--- src/rtl/gullfaxi_pkg.sv ---
// Shared types and defaults for the Gullfaxi router port blocks.
package gullfaxi_pkg;

    localparam int LEN_W             = 6;
    localparam int DATA_W            = 8;
    localparam int DEF_MAX_LEN       = 63;
    localparam int DEF_FIFO_DEPTH    = 64;
    localparam int DEF_GRANT_TIMEOUT = 16;

    typedef enum logic [1:0] {
        IDLE,
        GRANT,
        RECV
    } sink_state_e;

    // One cycle of the router-to-port bundle.
    typedef struct packed {
        logic              req;
        logic              start;
        logic [LEN_W-1:0]  length;
        logic [DATA_W-1:0] data;
        logic              stop;
    } port_beat_t;

    // Word stored in the sink FIFO.
    typedef struct packed {
        logic              last;
        logic [DATA_W-1:0] data;
    } fifo_word_t;

endpackage

--- src/rtl/gullfaxi_port_sink_if.sv ---
// Router output port bundle plus the sink's ready/valid read stream.
interface gullfaxi_port_sink_if import gullfaxi_pkg::*; ();

    logic              O_start;
    logic [LEN_W-1:0]  O_length;
    logic [DATA_W-1:0] O_data;
    logic              O_end;
    logic              O_req;
    logic              O_grant;
    logic              rd_valid;
    logic [DATA_W-1:0] rd_data;
    logic              rd_last;
    logic              rd_ready;

    // Router and consumer side.
    modport master (
        output O_start, O_length, O_data, O_end, O_req, rd_ready,
        input  O_grant, rd_valid, rd_data, rd_last
    );

    // Sink side.
    modport slave (
        input  O_start, O_length, O_data, O_end, O_req, rd_ready,
        output O_grant, rd_valid, rd_data, rd_last
    );

endinterface

--- src/rtl/gullfaxi_sync_fifo.sv ---
// Synchronous first-word fall-through FIFO with extra-bit pointers.
module gullfaxi_sync_fifo #(
    parameter int WIDTH = 9,
    parameter int DEPTH = 64
) (
    input  logic                       clk,
    input  logic                       reset,
    input  logic                       wr_en,
    input  logic [WIDTH-1:0]           wr_data,
    input  logic                       rd_en,
    output logic [WIDTH-1:0]           rd_data,
    output logic                       full,
    output logic                       empty,
    output logic [$clog2(DEPTH):0]     free
);

    localparam int AW = $clog2(DEPTH);

    logic [WIDTH-1:0] mem [DEPTH];
    logic [AW:0]      wr_ptr;
    logic [AW:0]      rd_ptr;
    logic [AW:0]      used;
    logic             rd_fire;
    logic             wr_fire;

    assign used    = wr_ptr - rd_ptr;
    assign empty   = (used == '0);
    assign full    = (used == (AW+1)'(DEPTH));
    assign free    = (AW+1)'(DEPTH) - used;
    assign rd_fire = rd_en && !empty;
    // A full FIFO still takes a write when the head leaves in the same cycle.
    assign wr_fire = wr_en && (!full || rd_fire);
    assign rd_data = mem[rd_ptr[AW-1:0]];

    // Pointer update; extra MSB distinguishes full from empty.
    always_ff @(posedge clk) begin
        // NOTE: sequential state uses non-blocking assignments so every flop samples pre-edge values.
        if (!reset) begin
            wr_ptr <= '0;
            rd_ptr <= '0;
        end else begin
            if (wr_fire) wr_ptr <= wr_ptr + 1'b1;
            if (rd_fire) rd_ptr <= rd_ptr + 1'b1;
        end
    end

    // Storage array write port.
    always_ff @(posedge clk) begin
        // NOTE: the array is deliberately not reset; emptiness is tracked by the pointers alone.
        if (wr_fire) mem[wr_ptr[AW-1:0]] <= wr_data;
    end

endmodule

--- src/rtl/gullfaxi_port_sink.sv ---
// Receiving end of one Gullfaxi output port: grants, captures, length-checks
// and buffers packets for a ready/valid consumer.
module gullfaxi_port_sink import gullfaxi_pkg::*; #(
    parameter int FIFO_DEPTH    = DEF_FIFO_DEPTH,
    parameter int MAX_LEN       = DEF_MAX_LEN,
    parameter int GRANT_TIMEOUT = DEF_GRANT_TIMEOUT
) (
    input  logic                  clk,
    input  logic                  reset,
    gullfaxi_port_sink_if.slave   bus,
    output logic [15:0]           pkt_cnt,
    output logic                  err_len,
    output logic                  err_proto
);

    localparam int FAW = $clog2(FIFO_DEPTH);
    localparam int TW  = $clog2(GRANT_TIMEOUT + 1);
    localparam logic [FAW:0]  NEED_FREE = (FAW+1)'(MAX_LEN);
    localparam logic [TW-1:0] TIMER_END = TW'(GRANT_TIMEOUT - 1);

    port_beat_t       beat;
    sink_state_e      state_q, state_d;
    logic             grant_q, grant_d;
    logic [TW-1:0]    timer_q, timer_d;
    logic [LEN_W-1:0] len_q, len_d;
    logic [LEN_W-1:0] cnt_q, cnt_d, cnt_inc;
    logic             ovl_q, ovl_d;
    logic             wr_en, pkt_done, len_err_d, proto_err_d, wr_drop;
    fifo_word_t       wr_word, rd_word;
    logic             fifo_full, fifo_empty;
    logic [FAW:0]     fifo_free;

    assign beat = '{req: bus.O_req, start: bus.O_start, length: bus.O_length,
                    data: bus.O_data, stop: bus.O_end};
    assign wr_word = '{last: beat.stop, data: beat.data};

    gullfaxi_sync_fifo #(
        .WIDTH ($bits(fifo_word_t)),
        .DEPTH (FIFO_DEPTH)
    ) u_fifo (
        .clk     (clk),
        .reset   (reset),
        .wr_en   (wr_en),
        .wr_data (wr_word),
        .rd_en   (bus.rd_ready),
        .rd_data (rd_word),
        .full    (fifo_full),
        .empty   (fifo_empty),
        .free    (fifo_free)
    );

    assign bus.rd_valid = !fifo_empty;
    assign bus.rd_data  = rd_word.data;
    assign bus.rd_last  = rd_word.last;
    assign bus.O_grant  = grant_q;
    // Only illegal traffic can hit a full FIFO; that byte is lost.
    assign wr_drop = wr_en && fifo_full && !(bus.rd_ready && !fifo_empty);

    // Next-state, capture and error decisions for the grant/receive FSM.
    always_comb begin
        // NOTE: every signal assigned here gets a default first, so no path leaves one unassigned and infers a latch.
        state_d     = state_q;
        grant_d     = grant_q;
        timer_d     = timer_q;
        len_d       = len_q;
        cnt_d       = cnt_q;
        ovl_d       = ovl_q;
        wr_en       = 1'b0;
        pkt_done    = 1'b0;
        len_err_d   = 1'b0;
        proto_err_d = 1'b0;
        cnt_inc     = (cnt_q == '1) ? cnt_q : cnt_q + LEN_W'(1);
        unique case (state_q)
            IDLE: begin
                if (beat.req && fifo_free >= NEED_FREE) begin
                    state_d = GRANT;
                    grant_d = 1'b1;
                    timer_d = '0;
                end
            end
            GRANT: begin
                if (beat.start) begin
                    wr_en   = 1'b1;
                    len_d   = beat.length;
                    cnt_d   = LEN_W'(1);
                    ovl_d   = 1'b0;
                    grant_d = 1'b0;
                    state_d = RECV;
                    if (beat.stop) begin
                        state_d = IDLE;
                        if (beat.length == LEN_W'(1)) pkt_done  = 1'b1;
                        else                          len_err_d = 1'b1;
                    end
                end else if (timer_q == TIMER_END) begin
                    proto_err_d = 1'b1;
                    grant_d     = 1'b0;
                    state_d     = IDLE;
                end else begin
                    timer_d = timer_q + TW'(1);
                end
            end
            RECV: begin
                wr_en = 1'b1;
                cnt_d = cnt_inc;
                if (beat.start) proto_err_d = 1'b1;
                if (beat.stop) begin
                    state_d = IDLE;
                    // An overlength packet was already reported; no second pulse.
                    if (!ovl_q) begin
                        if (cnt_inc == len_q && len_q != '0) pkt_done  = 1'b1;
                        else                                 len_err_d = 1'b1;
                    end
                end else if (cnt_q == len_q && !ovl_q) begin
                    len_err_d = 1'b1;
                    ovl_d     = 1'b1;
                end
            end
            default: state_d = IDLE;
        endcase
    end

    // FSM registers, packet counter and registered error pulses.
    always_ff @(posedge clk) begin
        if (!reset) begin
            state_q   <= IDLE;
            grant_q   <= 1'b0;
            timer_q   <= '0;
            len_q     <= '0;
            cnt_q     <= '0;
            ovl_q     <= 1'b0;
            pkt_cnt   <= '0;
            err_len   <= 1'b0;
            err_proto <= 1'b0;
        end else begin
            state_q   <= state_d;
            grant_q   <= grant_d;
            timer_q   <= timer_d;
            len_q     <= len_d;
            cnt_q     <= cnt_d;
            ovl_q     <= ovl_d;
            if (pkt_done) pkt_cnt <= pkt_cnt + 16'd1;
            err_len   <= len_err_d;
            err_proto <= proto_err_d | wr_drop;
        end
    end

endmodule

--- src/flat_wrapper.sv ---
// flat-port wrapper written by rule: the top's interface ports become plain ports
module gullfaxi_port_sink_flat import gullfaxi_pkg::*;
#(
    parameter int FIFO_DEPTH    = DEF_FIFO_DEPTH,
    parameter int MAX_LEN       = DEF_MAX_LEN,
    parameter int GRANT_TIMEOUT = DEF_GRANT_TIMEOUT
)
  (clk, reset, pkt_cnt, err_len, err_proto, bus_O_start, bus_O_length, bus_O_data, bus_O_end, bus_O_req, bus_rd_ready, bus_O_grant, bus_rd_valid, bus_rd_data, bus_rd_last);
  gullfaxi_port_sink_if bus_i ();
  input  logic clk;
  input  logic reset;
  output logic [15:0] pkt_cnt;
  output logic err_len;
  output logic err_proto;
  input wire logic [$bits(bus_i.O_start)-1:0] bus_O_start;
  input wire logic [$bits(bus_i.O_length)-1:0] bus_O_length;
  input wire logic [$bits(bus_i.O_data)-1:0] bus_O_data;
  input wire logic [$bits(bus_i.O_end)-1:0] bus_O_end;
  input wire logic [$bits(bus_i.O_req)-1:0] bus_O_req;
  input wire logic [$bits(bus_i.rd_ready)-1:0] bus_rd_ready;
  output wire logic [$bits(bus_i.O_grant)-1:0] bus_O_grant;
  output wire logic [$bits(bus_i.rd_valid)-1:0] bus_rd_valid;
  output wire logic [$bits(bus_i.rd_data)-1:0] bus_rd_data;
  output wire logic [$bits(bus_i.rd_last)-1:0] bus_rd_last;
  assign bus_i.O_start = bus_O_start;
  assign bus_i.O_length = bus_O_length;
  assign bus_i.O_data = bus_O_data;
  assign bus_i.O_end = bus_O_end;
  assign bus_i.O_req = bus_O_req;
  assign bus_i.rd_ready = bus_rd_ready;
  assign bus_O_grant = bus_i.O_grant;
  assign bus_rd_valid = bus_i.rd_valid;
  assign bus_rd_data = bus_i.rd_data;
  assign bus_rd_last = bus_i.rd_last;
  gullfaxi_port_sink #(.FIFO_DEPTH(FIFO_DEPTH), .MAX_LEN(MAX_LEN), .GRANT_TIMEOUT(GRANT_TIMEOUT)) u_core (.clk(clk), .reset(reset), .bus(bus_i), .pkt_cnt(pkt_cnt), .err_len(err_len), .err_proto(err_proto));
endmodule
--- config.mk ---
export PLATFORM = sky130hd
export DESIGN_NAME = gullfaxi_port_sink_flat
export DESIGN_NICKNAME = d
export VERILOG_FILES = /design/src/rtl/gullfaxi_pkg.sv /design/src/rtl/gullfaxi_port_sink_if.sv /design/src/rtl/gullfaxi_sync_fifo.sv /design/src/rtl/gullfaxi_port_sink.sv /design/src/flat_wrapper.sv
export SDC_FILE = /design/constraint.sdc
export NUM_CORES = 1
export LEC_CHECK = 0
export BUFFER_PORTS_ARGS = -buffer_cell sky130_fd_sc_hd__buf_2
export CORE_ASPECT_RATIO = 1.4
export CORE_MARGIN = 2
export CORE_UTILIZATION = 65
export CTS_CLUSTER_SIZE = 12
export DETAILED_ROUTE_END_ITERATION = 12
export PLACE_DENSITY = 0.82
export SLEW_MARGIN = 10
export SYNTH_ARGS = -nofsm -noshare
export SYNTH_HDL_FRONTEND = slang
export SYNTH_SLANG_ARGS = --single-unit
export TNS_END_PERCENT = 1
--- constraint.sdc ---
create_clock -name clk -period 7 [get_ports clk]
set_input_delay 0.35 -clock clk [delete_from_list [all_inputs] [get_ports clk]]
set_output_delay 0.35 -clock clk [all_outputs]
set_load 0.02 [all_outputs]
==> reports/qor.yml, run 1 <==
status:
  run_status: "finished, final reports clean"
setup_path:
  cp-endpoint: "u_core.u_fifo.mem[36][1]"
  rr_worst_depth: 11
  r2r_start: "u_core.u_fifo.wr_ptr[0]"
  reg2reg_to: "u_core.u_fifo.mem[36][1]"
  crit_path_start_kind: "flip-flop"
  worstSetupPathType: "reg2reg"
  arrival_ns: 5.04
  cp.required_ns: 7.22
  critPathLaunch: "u_core.u_fifo.wr_ptr[0]"
  cp-end-kind: "flip-flop"
  regToRegSetupSlack_ns: 2.18
  crit_path_max_fanout: 9
routing:
  totalWireLength_mm: 61.5
  drc: 0
  viasPerCell: 6.92
  vias: 13500
  drtIter0Drc: 1780
  drtPass1Iterations: 7
  post_drt_wl_per_cell_um: 31.6
  antenna_left: 0
timing:
  worstMarginPinSlew_ns: 0.963
  fin_crit_ns: 4.82
  relSlewSlack: 0.356
  rsz0062_at_grt: "false"
  fin_worst_skew_ns: 0.0250
  finalSetupViolations: 0
  hold_viol: 0
  drv_slew: 0
  fin_tns_setup_ns: 0
  fmaxAchievable_mhz: 207
  min_period_over_period: 0.689
floorplan:
  rows: 85
  dieArea_sq_mm: 0.0409
  die_h_um: 239
  core_sq_mm: 0.0386
  die_w_um: 172
  start_util: 0.662
  io_pins: 49
global_routing:
  grt_pass1_wl_mm: 91.9
  grt_max_degree: 73
  grt_pass1_vias: 13700
  gr-total-overflow: 0
  grt.total_usage: 0.317
  grt_antenna_before_repair: 1
clocking:
  htreeDepth: 2
  clkLatencyLatePin_ns: 0.61
  cts_root_buffer: "clkbuf_16"
  numCtsBuffers: 60
  clock_sinks: 635
  cts.clk_slew.worst_paths_ns: 0.06
  cts_resized: 0
  cts_tree: "built"
  cts_buffer_depth: 3
synthesis:
  synth_area_leaders: "edfxtp_1 (68%), mux4_2 (17%), dfxtp_1 (4.6%), nor2_1 (1.7%), ha_1 (0.83%)"
  synth_fp_nets: 1359
  async_reset_ff_frac: 0
  syn_area_sq_mm: 0.0255
  syn_area_per_cell_sq_um: 19.3
  synth_edf_count: 576
  synth.ff_latch_count: 635
  synth_top_area_cell: "edfxtp_1"
  synthCells: 1321
  synth_top_area_share: 0.677
  ys_warn_count: 0
  synth-seq-area-share: 0.723
  synth_cell_types: 64
  ys.flop_type: "edfxtp_1"
finish:
  regArea_sq_mm: 0.0185
  layout-drive-gt1-share: 0.238
  final_common_cell: "edfxtp_1"
  finalNonFillerCells: 1948
  nFillCells: 2116
  antennaDiodeCount: 0
  layout_common_cells: "edfxtp_1 (576), mux4_2 (189), nor2_1 (113), clkbuf_16 (61), dfxtp_1 (56)"
  nets: 1425
  multi_input_area_sq_mm: 0.00673
  area_delta_synth_final_pct: 10.1
place:
  dp.cells: 1842
  io_buffers: 48
  hpwlAfterDp_mm: 35.9
  gp_congestion: 0.879
flow_run:
  max-cap-violations: 0
min_path:
  min_path_type: "in2reg"
  min_from: "bus_O_length[0]"
  min_path_cells: 3
power:
  powerDensity_mw_per_mm2: 301
  ir_drop_uv: 209
  p_leak_nw: 8.64
cell usage after synthesis (3+ instances only):
cell type / instances
edfxtp_1: 576
mux4_2: 189
nor2_1: 113
dfxtp_1: 59
nand2_1: 42
nand3_1: 32
clkbuf_1: 30
a21oi_1: 24
buf_1: 19
inv_1: 18
o21ai_0: 18
ha_1: 17
o21ai_1: 15
xnor2_1: 15
nand2b_1: 13
buf_2: 11
nand4_1: 10
xor2_1: 10
and2_1: 8
and3_1: 8
or3_1: 8
a31oi_1: 6
mux2i_1: 6
nor3_1: 6
or4_1: 6
nand3b_1: 4
nor4_1: 4
o2111ai_1: 3
o22ai_1: 3
through the flow:
step           power [mW]  worst slack, ns  cell area, sq um  hold slack [ns]   util
2_1_floorplan        5.13             3.45             25500            0.449      -
3_3_place_gp         5.47             2.62             26300            0.466  0.681
3_5_place_dp         5.51             2.36             26300            0.483  0.681
4_1_cts              8.50             2.27             28100          0.00165  0.728
5_1_grt              8.69             1.87             28100           0.0355  0.728
6_report             8.47             2.18             28100           0.0118  0.728
worst min-delay path by stage:
stage                                    to  slack [ns]
global placement         u_core.pkt_cnt[13]        0.47
CTS                         u_core.len_q[0]       0.002
global route                u_core.len_q[0]        0.04
floorplan           u_core.u_fifo.mem[0][0]        0.45
finish                      u_core.len_q[0]        0.01
detailed placement       u_core.pkt_cnt[12]        0.48
power by group:
| part | total, mW | internal (mW) | switching, mW | leakage (nW) |
|---|---|---|---|---|
| clock | 3.02 | 1.70 | 1.33 | 0.847 |
| sequential | 4.22 | 4.15 | 0.0698 | 5.65 |
| combinational | 1.23 | 0.568 | 0.658 | 2.14 |
sequential cells by signal (all words and copies together), names as in the netlist, named ones only:
register              cells
u_core.bus.O_grant        1
u_core.cnt_q              6
u_core.err_len            1
u_core.err_proto          1
u_core.len_q              6
u_core.ovl_q              1
u_core.pkt_cnt           16
u_core.state_q            2
u_core.timer_q            5
u_core.u_fifo.mem       576
u_core.u_fifo.rd_ptr      7
u_core.u_fifo.wr_ptr      7
repair_timing:
| item | CTS | global route |
|---|---|---|
| hold endpoints to repair | 5 | 0 |
| setup buffers | 0 | 0 |
| hold buffers | 5 | 0 |
cell families (layout without fill, tap and decap cells):
group / Yosys count / after routing / share of synthesized area
compound gates: 95 / 95 / 0.0245
xor+xnor: 25 / 25 / 0.00857
fa+ha+maj: 18 / 18 / 0.00911
buf+inv: 83 / 188 / 0.0133
flops: 635 / 635 / 0.723
mux: 197 / 197 / 0.170
simple gates: 268 / 268 / 0.0515
worst max-delay path, cell delays in order, from the launching register on:
cell,delay [ns]
dfxtp_1,0.39
clkinv_1,0.24
ha_1,0.31
fa_1,0.45
nand2b_1,0.19
a21oi_1,0.25
o32ai_1,0.20
o21bai_1,0.24
o221ai_2,0.21
nor2_1,0.29
nand3_1,0.73
nor2_1,0.93
cell type report:
cell class	count	share of cell area
sequential	635	0.657
clock buffer	96	0.0597
multi-input combinational	603	0.239
inverter	20	0.00267
tap	522	0.0232
timing repair buffer	67	0.0146
clock inverter	5	0.00307
routing by layer:
metal | vias to the layer above | track usage | wire, um | part of all wire
met4 | 0 | 0.143 | 3130 | 0.051
met5 | - | 0 | 0 | 0
met2 | 922 | 0.531 | 31600 | 0.51
met3 | 171 | 0.0570 | 5460 | 0.089
met1 | 6877 | 0.408 | 21300 | 0.35
li1 | 5505 | - | - | -
(Power assumes the default switching activity.)
==> inputs of run 2 (changes only) <==
Settings changed: CORE_UTILIZATION 65 to 56, PLACE_DENSITY 0.82 to 0.75.
Clock period 7 ns to 4 ns, I/O delays scaled along.
==> run 2 against run 1 <==
- fmax is 28% higher
- non-clock buffer count is 29 higher
- sequential power increased by 74%
- setup slack worse by 1.9 ns
- clock skew is 0.0062 ns lower
- critical path depth grew 1
- register-to-register slack lost 1.9 ns
- flip-flop and latch count is the same
==> reports/qor.yml, run 2 (synthesis results as in run 1) <==
setup_path:
  cp_top_family: "simple AND/OR/NAND/NOR gates"  # unchanged
  cp.required_ns: 4.22  # was 7.22 ns
  cp-end-kind: "flip-flop"  # unchanged
  worstSetupPathType: "reg2reg"  # unchanged
  crit_path_start_kind: "flip-flop"  # unchanged
  regToRegSetupSlack_ns: 0.24  # was 2.18 ns
  crit_buf_inv: 2  # was 1
  slowest_delay_ns: 0.65  # was 0.93 ns
  arrival_ns: 3.98  # was 5.04 ns
  crit_path_max_fanout: 9  # unchanged
  crit_slowest_cell: "nor2_1"  # unchanged
  path_cells: "clkinv_1 > ha_1 > fa_1 > nand2b_1 > a21oi_1 > o32ai_1 > o21bai_1 > o221ai_2 > nor2_1 > nand3_1 > buf_4 > nor2_1"  # was clkinv_1 > ha_1 > fa_1 > nand2b_1 > a21oi_1 > o32ai_1 > o21bai_1 > o221ai_2 > nor2_1 > nand3_1 > nor2_1
  path_common_cell: "nor2_1"  # unchanged
timing:
  drv_slew: 0  # unchanged
  fin_hold_ws_ns: 0.0505  # was 0.0118 ns
  worstMarginPinSlew_ns: 1.00  # was 0.963 ns
  rsz0062_at_grt: "true"  # was false
  fin_crit_ns: 3.76  # was 4.82 ns
  min_period_over_period: 0.940  # was 0.689
  hold_viol: 0  # unchanged
  fmaxAchievable_mhz: 266  # was 207 MHz
  fin_worst_skew_ns: 0.0188  # was 0.0250 ns
  relSlewSlack: 0.330  # was 0.356
  fin_tns_setup_ns: 0  # unchanged
  finalSetupViolations: 0  # unchanged
  fin_ws_ns: 0.238  # was 2.18 ns
floorplan:
  start_util: 0.568  # was 0.662
  die_h_um: 257  # was 239 um
  die_w_um: 185  # was 172 um
  io_pins: 49  # unchanged
  rows: 92  # was 85
  core_sq_mm: 0.0450  # was 0.0386 sq mm
  dieArea_sq_mm: 0.0474  # was 0.0409 sq mm
routing:
  totalWireLength_mm: 54.3  # was 61.5 mm
  vias: 13000  # was 13,500
  drtPass1Iterations: 5  # was 7
  drtIter0Drc: 1279  # was 1,780
  post_drt_wl_per_cell_um: 26.3  # was 31.6 um
  antenna_left: 0  # unchanged
  drc: 0  # unchanged
  viasPerCell: 6.30  # was 6.92
status:
  run_status: "finished, final reports clean"  # unchanged
global_routing:
  grt_max_degree: 61  # was 73
  grt_pass1_wl_mm: 83.9  # was 91.9 mm
  grt.total_usage: 0.239  # was 0.317
  gr-total-overflow: 0  # unchanged
  grt_antenna_before_repair: 0  # was 1
  grt_pass1_vias: 13200  # was 13,700
finish:
  nFillCells: 2978  # was 2,116
  multi_input_area_sq_mm: 0.00681  # was 0.00673 sq mm
  nets: 1455  # was 1,425
  final_cell_area_sq_mm: 0.0286  # was 0.0281 sq mm
  largest_reg_flops: 576  # unchanged
  antennaDiodeCount: 0  # unchanged
  area_delta_synth_final_pct: 11.8  # was 10.1%
  final_common_cell: "edfxtp_1"  # unchanged
  layout_common_cells: "edfxtp_1 (576), mux4_2 (189), nor2_1 (81), clkbuf_16 (63), dfxtp_1 (55)"  # was edfxtp_1 (576), mux4_2 (189), nor2_1 (113), clkbuf_16 (61), dfxtp_1 (56)
  regArea_sq_mm: 0.0185  # about the same
  layout-drive-gt1-share: 0.276  # was 0.238
place:
  io_buffers: 48  # unchanged
  pre_cts_ws_ns: 0.161  # was 2.36 ns
  dpl_cell_area_sq_mm: 0.0267  # was 0.0263 sq mm
  gp_congestion: 0.826  # was 0.879
  hpwlAfterDp_mm: 35.0  # was 35.9 mm
flow_run:
  max-cap-violations: 0  # unchanged
power:
  powerDensity_mw_per_mm2: 515  # was 301 mW/mm^2
  ir_drop_uv: 342  # was 209 uV
  p_total_mw: 14.7  # was 8.47 mW
  p_leak_nw: 8.79  # was 8.64 nW
clocking:
  clock_sinks: 635  # unchanged
  post_cts_buffers: 0  # unchanged
  clkLatencyLatePin_ns: 0.59  # was 0.61 ns
  cts_buffer_depth: 3  # unchanged
  numCtsBuffers: 61  # was 60
  cts_tree: "built"  # unchanged
  cts_root_buffer: "clkbuf_16"  # unchanged
  htreeDepth: 2  # unchanged
  cts.clk_slew.worst_paths_ns: 0.06  # about the same
min_path:
  min_path_type: "in2reg"  # unchanged
-- run 2: cell types whose count changed in the layout (fill, tap and decap cells not counted), moves of 2 or more --
cell	before	now
nor2_2	0	32
clkbuf_16	61	63
clkinv_1	1	5
dlygate4sd3_1	5	7
clkbuf_1	33	23
clkinv_2	0	3
buf_12	1	5
buf_4	14	36
nor2_1	113	81
-- run 2: final timing paths --
kind,depth (start not counted),endpoint,startpoint
worst max-delay path,12,u_core.u_fifo.mem[9][8],u_core.u_fifo.wr_ptr[0]
worst min-delay path,1,u_core.u_fifo.mem[37][3],bus_O_data[3]
worst max register to register,12,u_core.u_fifo.mem[9][8],u_core.u_fifo.wr_ptr[0]
worst min register to register,2,u_core.len_q[0],u_core.len_q[0]
-- run 2: cell type report --
type / count / share of cell area
clock buffer: 87 / 0.0587
clock inverter: 10 / 0.00271
inverter: 20 / 0.00263
multi-input combinational: 603 / 0.238
sequential: 635 / 0.647
tap: 611 / 0.0268
timing repair buffer: 96 / 0.0238
-- run 2: stage by stage --
| stage | util | cells |
|---|---|---|
| after global routing | 0.635 | 2062 |
| after global placement | 0.593 | 1958 |
| after floorplan | - | 1321 |
| final | 0.635 | 2062 |
| after CTS | 0.633 | 2062 |
| after detailed placement | 0.593 | 1958 |
-- run 2: what timing repair did --
action / CTS / global route
hold endpoints to repair: 7 / 0
hold buffers: 7 / 0
setup endpoints to repair: 0 / 363
resized for setup: 0 / 32
-- run 2: worst register-to-register path: stages (launching register included) --
cell,delay (ns)
dfxtp_1,0.38
clkinv_1,0.10
ha_1,0.23
fa_1,0.46
nand2b_1,0.19
a21oi_1,0.23
o32ai_1,0.19
o21bai_1,0.23
o221ai_2,0.16
nor2_1,0.24
nand3_1,0.13
buf_4,0.21
nor2_1,0.65
-- run 2: per-layer routing --
layer | routed length [um] | vias to the layer above | track usage
met2 | 28800 | 613 | 0.414
met5 | 0 | - | 0
met1 | 20600 | 6734 | 0.321
met3 | 3450 | 76 | 0.0290
li1 | - | 5561 | -
met4 | 1430 | 0 | 0.0664
-- run 2: report_power, final --
group          internal [mW]  total, mW  switching [mW]
Sequential              7.27       7.36          0.0963
Combinational           1.03       2.16            1.13
Clock                   2.93       5.20            2.27
==> inputs of run 3 (changes only) <==
Settings changed: ABC_AREA from default to 1, CORE_ASPECT_RATIO 1.4 to default.
==> run 3 against run 2 <==
- first-iteration DRC count is 120% higher
- setup slack improved by 0.024 ns
- non-clock buffer count is 36 higher
- register-to-register slack better by 0.08 ns
- worst hold slack got worse by 0.027 ns
- clock skew down 0.0026 ns
- critical path type is now reg2out
- largest cell class unchanged
- design area up 2.8%
- power is 3.0% higher
==> reports/qor.yml, run 3 <==
status:
  run_status: "finished, final reports clean"  # unchanged
setup_path:
  path_common_cell: "o21ai_0"  # was nor2_1
  worstSetupPathType: "reg2out"  # was reg2reg
  path_cells: "inv_8 > buf_4 > o21ai_0 > o22ai_1 > o21ai_0 > o221ai_1 > nand3_1 > nand2_1 > buf_2"  # was clkinv_1 > ha_1 > fa_1 > nand2b_1 > a21oi_1 > o32ai_1 > o21bai_1 > o221ai_2 > nor2_1 > nand3_1 > buf_4 > nor2_1
  cp.required_ns: 3.80  # was 4.22 ns
  crit_path_start_kind: "flip-flop"  # unchanged
  r2r_start: "u_core.u_fifo.wr_ptr[0]"  # unchanged
  regToRegSetupSlack_ns: 0.32  # was 0.24 ns
  crit_slowest_cell: "inv_8"  # was nor2_1
  arrival_ns: 3.54  # was 3.98 ns
  slowest_delay_ns: 0.51  # was 0.65 ns
  crit_buf_inv: 3  # was 2
  cp_top_family: "buffers and inverters"  # was simple AND/OR/NAND/NOR gates
  crit_path_max_fanout: 161  # was 9
  cp-end-kind: "output port"  # was flip-flop
routing:
  drtPass1Iterations: 7  # was 5
  drtIter0Drc: 2870  # was 1,279
  viasPerCell: 6.30  # about the same
  drc: 0  # unchanged
  totalWireLength_mm: 69.0  # was 54.3 mm
  vias: 18700  # was 13,000
  antenna_left: 0  # unchanged
  post_drt_wl_per_cell_um: 23.2  # was 26.3 um
place:
  hpwlAfterDp_mm: 40.8  # was 35.0 mm
  pre_cts_ws_ns: 0.355  # was 0.161 ns
  gp_congestion: 0.935  # was 0.826
  io_buffers: 48  # unchanged
clocking:
  htreeDepth: 3  # was 2
  cts_resized: 0  # unchanged
  cts.clk_slew.worst_paths_ns: 0.06  # about the same
  cts_root_buffer: "clkbuf_16"  # unchanged
  cts_tree: "built"  # unchanged
  cts_buffer_depth: 3  # unchanged
  clock_sinks: 635  # unchanged
  numCtsBuffers: 66  # was 61
  clkLatencyLatePin_ns: 0.60  # was 0.59 ns
synthesis:
  synth_edf_count: 576  # unchanged
  synthCells: 2266  # was 1,321
  synth_cell_types: 41  # was 64
  ys.flop_type: "edfxtp_1"  # unchanged
  synth_area_leaders: "edfxtp_1 (66%), o21ai_0 (7.0%), nor2_1 (6.5%), dfxtp_1 (4.5%), o22ai_1 (3.6%)"  # was edfxtp_1 (68%), mux4_2 (17%), dfxtp_1 (4.6%), nor2_1 (1.7%), ha_1 (0.83%)
  async_reset_ff_frac: 0  # unchanged
  ys_warn_count: 0  # unchanged
  synthTopCellsByCount: "edfxtp_1 (576), nor2_1 (457), o21ai_0 (369)"  # was edfxtp_1 (576), mux4_2 (189), nor2_1 (113)
  yosysMostFrequentCell: "edfxtp_1"  # unchanged
  synth-seq-area-share: 0.702  # was 0.723
  synth.ff_latch_count: 635  # unchanged
  synth_fp_nets: 2304  # was 1,359
  synth_top_area_share: 0.657  # was 0.677
  syn_area_sq_mm: 0.0263  # was 0.0255 sq mm
  syn_area_per_cell_sq_um: 11.6  # was 19.3 sq um
  synth_top_area_cell: "edfxtp_1"  # unchanged
finish:
  largest_reg_flops: 576  # unchanged
  area_delta_synth_final_pct: 11.6  # was 11.8%
  layout-drive-gt1-share: 0.101  # was 0.276
  antennaDiodeCount: 0  # unchanged
  layout_common_cells: "edfxtp_1 (576), nor2_1 (457), o21ai_0 (369), nand2_1 (158), o22ai_1 (152)"  # was edfxtp_1 (576), mux4_2 (189), nor2_1 (81), clkbuf_16 (63), dfxtp_1 (55)
  nets: 2372  # was 1,455
  nFillCells: 3475  # was 2,978
  final_common_cell: "edfxtp_1"  # unchanged
floorplan:
  rows: 79  # was 92
  start_util: 0.567  # was 0.568
  core_sq_mm: 0.0465  # was 0.0450 sq mm
  die_h_um: 221  # was 257 um
  die_w_um: 221  # was 185 um
  io_pins: 49  # unchanged
  dieArea_sq_mm: 0.0488  # was 0.0474 sq mm
timing:
  rsz0062_at_grt: "false"  # was true
  fmaxAchievable_mhz: 268  # was 266 MHz
  fin_tns_setup_ns: 0  # unchanged
  drv_slew: 0  # unchanged
  hold_viol: 0  # unchanged
  relSlewSlack: 0.195  # was 0.330
  worstMarginPinSlew_ns: 1.21  # was 1.00 ns
  finalSetupViolations: 0  # unchanged
  min_period_over_period: 0.934  # was 0.940
  fin_ws_ns: 0.262  # was 0.238 ns
  fin_worst_skew_ns: 0.0162  # was 0.0188 ns
  fin_crit_ns: 3.74  # was 3.76 ns
power:
  p_seq_frac: 0.488  # was 0.500
  sw_frac_of_total: 0.269  # was 0.237
  internal_power_mw: 11.1  # was 11.2 mW
  p_total_mw: 15.2  # was 14.7 mW
  ir_drop_uv: 371  # was 342 uV
  clkPwrFrac: 0.366  # was 0.353
  power_frac_comb: 0.147  # was 0.146
  powerDensity_mw_per_mm2: 516  # was 515 mW/mm^2
  p_switching_mw: 4.07  # was 3.49 mW
  p_leak_nw: 9.87  # was 8.79 nW
global_routing:
  grt_pass1_vias: 18000  # was 13,200
  grt_util_met3: 0.0511  # was 0.0290
  grt_max_degree: 162  # was 61
  top_usage_layer: "met2"  # unchanged
  grt_antenna_before_repair: 0  # unchanged
  grt.met1_usage: 0.383  # was 0.321
  grt_pass1_wl_mm: 105  # was 83.9 mm
  grt.total_usage: 0.280  # was 0.239
  gr-total-overflow: 0  # unchanged
  grtUsageMet2: 0.447  # was 0.414
flow_run:
  max-cap-violations: 0  # unchanged
min_path:
  min_path_type: "in2reg"  # unchanged
  min_from: "bus_O_end"  # was bus_O_data[3]
[run 3: changes by cell type after synthesis, sizes merged, moves of 13 or more]
cell / change
o22ai: +149
nand3: +47
nand2b: -13
nand2: +123
inv: +62
o221ai: +22
a21oi: +32
o211ai: +20
o21ai: +344
nor2: +349
clkbuf: +69
mux4: -189
[run 3: repair_timing]
item | CTS | global route
hold endpoints to repair | 8 | 0
hold buffers | 8 | 0
buffers inserted | 0 | 0
[run 3: metrics by stage]
stage / instance area (sq um) / util / hold slack [ns] / std cells
floorplan: 26300 / - / 0.299 / 2266
global placement: 27400 / 0.590 / 0.467 / 2865
detailed placement: 27400 / 0.590 / 0.478 / 2865
CTS: 29400 / 0.633 / 0.00133 / 2975
global route: 29400 / 0.633 / 0.00684 / 2975
finish: 29400 / 0.633 / 0.0232 / 2975
[run 3: power by group through the flow]
stage	registers [mW]	logic, mW	clock network [mW]
3_5_place_dp	7.53	2.17	0
3_3_place_gp	7.53	2.13	0
2_1_floorplan	7.51	1.50	0
6_report	7.39	2.22	5.55
4_1_cts	7.39	2.19	5.59
5_1_grt	7.40	2.45	5.86
[run 3: cell type report]
cell class,instances,area (sq um),share of cell area
Tap cell,607,759,0.0258
Inverter,84,324,0.0110
Clock buffer,82,1740,0.0593
Sequential cell,635,18500,0.629
Multi-Input combinational cell,1415,6960,0.237
Timing Repair Buffer,132,958,0.0326
Clock inverter,20,151,0.00515
[run 3: layer usage]
layer / wire (um) / vias to the layer above
li1: - / 8371
met1: 26900 / 9023
met2: 32500 / 1136
met3: 6970 / 198
met4: 2690 / 0
met5: 0 / -
[run 3: worst paths after layout]
check,to,depth (start not counted)
max reg2reg,u_core.u_fifo.mem[42][3],14
min reg2reg,u_core.pkt_cnt[15],2
min,u_core.u_fifo.mem[49][8],1
max,bus_rd_data[1],9
[run 3: logic make-up after synthesis]
kind of cell	synth area share
AOI/OAI and AO/OA	0.134
xor gates and xnor gates	0.00665
adders and majority gates	0.00884
buffers and inverters	0.0336
DFF	0.702
and+or+nand+nor	0.115
